File: src/rtl/alu_defs_pkg.sv
// Fixed encodings shared by the ALU control path: ALU operation codes,
// decoder class codes and the funct7 patterns the ALU decoder recognises.
package alu_defs_pkg;

  localparam logic [4:0] ALU_ADD    = 5'd0;
  localparam logic [4:0] ALU_SUB    = 5'd1;
  localparam logic [4:0] ALU_SLL    = 5'd2;
  localparam logic [4:0] ALU_SLT    = 5'd3;
  localparam logic [4:0] ALU_SLTU   = 5'd4;
  localparam logic [4:0] ALU_XOR    = 5'd5;
  localparam logic [4:0] ALU_SRL    = 5'd6;
  localparam logic [4:0] ALU_SRA    = 5'd7;
  localparam logic [4:0] ALU_OR     = 5'd8;
  localparam logic [4:0] ALU_AND    = 5'd9;
  localparam logic [4:0] ALU_MUL    = 5'd10;
  localparam logic [4:0] ALU_MULH   = 5'd11;
  localparam logic [4:0] ALU_MULHSU = 5'd12;
  localparam logic [4:0] ALU_MULHU  = 5'd13;
  localparam logic [4:0] ALU_DIV    = 5'd14;
  localparam logic [4:0] ALU_DIVU   = 5'd15;
  localparam logic [4:0] ALU_REM    = 5'd16;
  localparam logic [4:0] ALU_REMU   = 5'd17;
  localparam logic [4:0] ALU_CLZ    = 5'd18;
  localparam logic [4:0] ALU_CTZ    = 5'd19;
  localparam logic [4:0] ALU_CPOP   = 5'd20;
  localparam logic [4:0] ALU_SEXTB  = 5'd21;
  localparam logic [4:0] ALU_SEXTH  = 5'd22;
  localparam logic [4:0] ALU_ZEXTH  = 5'd23;
  localparam logic [4:0] ALU_ROL    = 5'd24;
  localparam logic [4:0] ALU_ROR    = 5'd25;
  localparam logic [4:0] ALU_ORCB   = 5'd26;
  localparam logic [4:0] ALU_REV8   = 5'd27;
  localparam logic [4:0] ALU_MIN    = 5'd28;
  localparam logic [4:0] ALU_MAX    = 5'd29;
  localparam logic [4:0] ALU_MINU   = 5'd30;
  localparam logic [4:0] ALU_MAXU   = 5'd31;

  localparam logic [1:0] ALU_CLS_MEM    = 2'b00;
  localparam logic [1:0] ALU_CLS_BRANCH = 2'b01;
  localparam logic [1:0] ALU_CLS_RTYPE  = 2'b10;
  localparam logic [1:0] ALU_CLS_ITYPE  = 2'b11;

  localparam logic [6:0] F7_BASE   = 7'b0000000;
  localparam logic [6:0] F7_ALT    = 7'b0100000;
  localparam logic [6:0] F7_MULDIV = 7'b0000001;
  localparam logic [6:0] F7_MINMAX = 7'b0000101;
  localparam logic [6:0] F7_ROT    = 7'b0110000;
  localparam logic [6:0] F7_ZEXT   = 7'b0000100;
  localparam logic [6:0] F7_ORCB   = 7'b0010100;
  localparam logic [6:0] F7_REV8   = 7'b0110100;

  // Operand-B inversion, used only by andn/orn/xnor.
  localparam logic [1:0] INV_NONE = 2'b00;
  localparam logic [1:0] INV_B    = 2'b01;

endpackage

File: src/rtl/alu_decoder.sv
// ALU control decoder: maps ALU class, funct3/funct7 and rs2 to a registered
// ALU operation code and operand-inversion mask (one cycle latency).
module alu_decoder
  import alu_defs_pkg::*;
(
  input  logic       clk,
  input  logic       rst_n,
  input  logic [1:0] alu_2bit_op,
  input  logic [2:0] funct3,
  input  logic [6:0] funct7,
  input  logic [4:0] rs_2,
  output logic [1:0] invert_inputs,
  output logic [4:0] alu_op
);

  logic [4:0] alu_op_d, alu_op_q;
  logic [1:0] invert_d, invert_q;

  always_comb begin
    alu_op_d = ALU_ADD;
    invert_d = INV_NONE;
    unique case (alu_2bit_op)
      ALU_CLS_MEM:    alu_op_d = ALU_ADD;
      ALU_CLS_BRANCH: alu_op_d = ALU_SUB;
      ALU_CLS_RTYPE: begin
        case (funct7)
          F7_BASE: begin
            case (funct3)
              3'b000:  alu_op_d = ALU_ADD;
              3'b001:  alu_op_d = ALU_SLL;
              3'b010:  alu_op_d = ALU_SLT;
              3'b011:  alu_op_d = ALU_SLTU;
              3'b100:  alu_op_d = ALU_XOR;
              3'b101:  alu_op_d = ALU_SRL;
              3'b110:  alu_op_d = ALU_OR;
              default: alu_op_d = ALU_AND;
            endcase
          end
          F7_ALT: begin
            case (funct3)
              3'b000: alu_op_d = ALU_SUB;
              3'b101: alu_op_d = ALU_SRA;
              3'b100: begin alu_op_d = ALU_XOR; invert_d = INV_B; end
              3'b110: begin alu_op_d = ALU_OR;  invert_d = INV_B; end
              3'b111: begin alu_op_d = ALU_AND; invert_d = INV_B; end
              default: alu_op_d = ALU_ADD;
            endcase
          end
          F7_MULDIV: begin
            case (funct3)
              3'b000:  alu_op_d = ALU_MUL;
              3'b001:  alu_op_d = ALU_MULH;
              3'b010:  alu_op_d = ALU_MULHSU;
              3'b011:  alu_op_d = ALU_MULHU;
              3'b100:  alu_op_d = ALU_DIV;
              3'b101:  alu_op_d = ALU_DIVU;
              3'b110:  alu_op_d = ALU_REM;
              default: alu_op_d = ALU_REMU;
            endcase
          end
          F7_MINMAX: begin
            case (funct3)
              3'b100:  alu_op_d = ALU_MIN;
              3'b101:  alu_op_d = ALU_MINU;
              3'b110:  alu_op_d = ALU_MAX;
              3'b111:  alu_op_d = ALU_MAXU;
              default: alu_op_d = ALU_ADD;
            endcase
          end
          F7_ROT: begin
            case (funct3)
              3'b001:  alu_op_d = ALU_ROL;
              3'b101:  alu_op_d = ALU_ROR;
              default: alu_op_d = ALU_ADD;
            endcase
          end
          F7_ZEXT: begin
            if (funct3 == 3'b100 && rs_2 == 5'b00000) alu_op_d = ALU_ZEXTH;
          end
          default: alu_op_d = ALU_ADD;
        endcase
      end
      ALU_CLS_ITYPE: begin
        case (funct3)
          3'b000: alu_op_d = ALU_ADD;
          3'b010: alu_op_d = ALU_SLT;
          3'b011: alu_op_d = ALU_SLTU;
          3'b100: alu_op_d = ALU_XOR;
          3'b110: alu_op_d = ALU_OR;
          3'b111: alu_op_d = ALU_AND;
          3'b001: begin
            if (funct7 == F7_BASE) begin
              alu_op_d = ALU_SLL;
            end else if (funct7 == F7_ROT) begin
              // Zbb unary ops share the rotate funct7 and are selected by rs2.
              case (rs_2)
                5'b00000: alu_op_d = ALU_CLZ;
                5'b00001: alu_op_d = ALU_CTZ;
                5'b00010: alu_op_d = ALU_CPOP;
                5'b00100: alu_op_d = ALU_SEXTB;
                5'b00101: alu_op_d = ALU_SEXTH;
                default:  alu_op_d = ALU_ADD;
              endcase
            end
          end
          default: begin
            if (funct7 == F7_BASE) begin
              alu_op_d = ALU_SRL;
            end else if (funct7 == F7_ALT) begin
              alu_op_d = ALU_SRA;
            end else if (funct7 == F7_ROT) begin
              alu_op_d = ALU_ROR;
            end else if (funct7 == F7_ORCB && rs_2 == 5'b00111) begin
              alu_op_d = ALU_ORCB;
            end else if (funct7 == F7_REV8 && rs_2 == 5'b11000) begin
              alu_op_d = ALU_REV8;
            end
          end
        endcase
      end
      default: alu_op_d = ALU_ADD;
    endcase
  end

  always_ff @(posedge clk) begin
    if (!rst_n) begin
      alu_op_q <= ALU_ADD;
      invert_q <= INV_NONE;
    end else begin
      alu_op_q <= alu_op_d;
      invert_q <= invert_d;
    end
  end

  assign alu_op        = alu_op_q;
  assign invert_inputs = invert_q;

endmodule

File: config.mk
export PLATFORM = sky130hd
export DESIGN_NAME = alu_decoder
export DESIGN_NICKNAME = d
export VERILOG_FILES = /design/src/rtl/alu_defs_pkg.sv /design/src/rtl/alu_decoder.sv
export SDC_FILE = /design/constraint.sdc
export NUM_CORES = 1
export LEC_CHECK = 0
export CORE_ASPECT_RATIO = 1.5
export CORE_MARGIN = 2
export CORE_UTILIZATION = 43
export DETAILED_ROUTE_END_ITERATION = 12
export GPL_TIMING_DRIVEN = 0
export PLACE_DENSITY_LB_ADDON = 0.05
export SLEW_MARGIN = 20
export SYNTH_ARGS = -nofsm -noshare
export SYNTH_HDL_FRONTEND = slang
export SYNTH_SLANG_ARGS = --single-unit
export TNS_END_PERCENT = 1
File: constraint.sdc
create_clock -name clk -period 1.64 [get_ports clk]
set_input_delay 0.164 -clock clk [delete_from_list [all_inputs] [get_ports clk]]
set_output_delay 0.164 -clock clk [all_outputs]
set_load 0.005 [all_outputs]
==> flow_summary.ini <==
[logic_synthesis]
synth-edff-count = 0
netlist_instances = 137
synth.distinct_cells = 47
ys_seq_area_share_pct = 12.6
syn_area_um2 = 950
async_flop_share_pct = 0
synth_nets = 160
synth_warnings = 0
synth_seq_cells = 6
syn_avg_cell_area_um2 = 6.93
ys.flop_type = dfxtp_1

[final_layout]
final_common_cell = nor2_1
utilization_pct = 66.8
nets = 191
diodes = 0
final_cell_mix = 15 x nor2_1, 14 x clkdlybuf4s50_1, 13 x nand2_1, 8 x o21ai_0
final_area_mm2 = 0.00137
area_growth_pct = 44.4
drive_gt1_share_pct = 25.3

[clocking]
clock_path_buffers = 2
cts_max_level = 1
ctsHoldBuffers = 0
root_buffer = clkbuf_4
clk_pin_slew_worst_paths_ps = 50
cts_tree = yes
cts-buffers-inserted = 3
clkSinkCount = 6

[grt]
grt_pass1_vias = 1068
grtUsageMet2_pct = 45.3
use_met1_pct = 24.2
use_met3_pct = 4.40
grt_max_degree = 11
grt-busiest-layer = met2
gr-usage-all-layers_pct = 24.0
grt_pass1_wl_um = 4680
grt_overflow = 0
antenna_found_initial = 0

[min_path]
hp-class = input port to flip-flop
hold_depth = 4
hp-start = funct7[4]
min_to = invert_inputs[0]

[power_and_ir_drop]
p_leak_uw = 0.000514
vdd_drop_max_mv = 0.180
total_power_uw = 535
p_per_area_mw_per_mm2 = 390

[drt]
firstDrtPassIters = 4
num_vias = 1193
drt_iter0_drc = 47
routedWlPerCell_um = 16.1
drc = 0
via_per_inst = 6.35
ant_nets = 0
drt-total-wl_um = 3030

[floorplanning]
die-width_um = 42.4
pin_count = 26
die_y_um = 61.6
die_area_mm2 = 0.00261
start_util_pct = 46.3
rows = 20
core_area_mm2 = 0.00205

[timing]
finalCritPeriodShare_pct = 95.7
fmax_mhz = 637
period_needed_ps = 1570
hold_slack_ps = 306
rsz0062_at_grt = yes
hold_viol_final = 0
slew_violations = 0
setup_viol = 0

[flow_run]
timing.max_cap.violations = 0

[critical_path]
cp-start-kind = input port
worstPathArrival_ps = 1730
cp.required_ps = 1800
critical_path.max_fanout = 6
endpoint_kind = flip-flop
criticalPathCategory = input port to flip-flop

[placement]
dp_hpwl_um = 2250
place_congestion = 0.891
portBuffers = 22
dpl_cell_area_mm2 = 0.00120

[status]
outcome = finished clean
[critical path: stages]
cell and delay [ps]:
clkdlybuf4s50_1 550, nor4_4 240, nand4_1 200, nor3_2 220, buf_4 150, nor3_1 40
o21ai_0 170
[what timing repair did]
item | in CTS | in global routing
endpoints found under the hold margin | 0 | 0
resized for setup | 27 | 12
setup buffers | 4 | 0
pin swaps | 6 | 0
setup endpoints to repair | 5 | 5
[cell type report]
cell class              instances  area [µm²]
plain buffers                   9        80.1
clock buffers                   3        22.5
fillers                       187         681
inverters                       6        22.5
multi-input cells             116         845
flip-flops and latches          6         120
well taps                      22        27.5
repair buffers                 26         254
[per-stage QoR]
| step | worst slack, ps | TNS [ps] | instances |
|---|---|---|---|
| floorplan | 25.1 | 0 | 137 |
| global placement | -817 | -3880 | 181 |
| detailed placement | -900 | -4130 | 181 |
| CTS | 13.5 | 0 | 188 |
| global route | -16.1 | -17.3 | 188 |
| finish | 71.1 | 0 | 188 |
[cell families after synthesis]
family	synth area share [%]
adder cells (fa/ha/maj)	5.27
other	0.395
AO/OA/AOI/OAI	28.1
buffers and inverters	7.77
AND/OR/NAND/NOR	42.8
multiplexers	2.11
flip-flops	12.6
XOR/XNOR	0.922
[sequential cells by signal (all words and copies together), names as in the netlist]
name and flops:
alu_op 5, invert_inputs 1
[Yosys cell counts (all sizes together) (4+ instances only)]
cell	n	area [µm²]
o22ai	4	25.0
nand2	14	60.1
nor4	6	65.1
nor3	8	40.0
ha	4	50.1
dfxtp	6	120
o21ai	9	45.0
a21oi	6	30.0
inv	6	22.5
nand4	6	43.8
nor2	16	62.6
nand3	4	20.0
buf	8	47.5
nor2b	7	43.8
[power by group]
part           switching (µW)  leakage, µW  internal [µW]
Sequential              0.767    0.0000487            150
Clock                    53.2    0.0000138           82.8
Combinational             139     0.000452            109
[worst max path at each step]
| stage | endpoint | slack [ps] | from |
|---|---|---|---|
| global placement | alu_op[0] | -820 | funct3[2] |
| detailed placement | alu_op[0] | -900 | funct3[2] |
| finish | alu_op[2] | 70 | rs_2[2] |
| global route | alu_op[0] | -20 | funct7[5] |
| floorplan | alu_op[0] | 30 | funct3[2] |
| CTS | alu_op[2] | 10 | funct7[5] |
[metal layers]
| layer | vias up | wire length (µm) |
|---|---|---|
| met5 | - | 0 |
| met4 | 0 | 165 |
| met3 | 20 | 142 |
| met2 | 50 | 1560 |
| met1 | 547 | 1170 |
| li1 | 576 | - |
(Power assumes the default switching activity.)
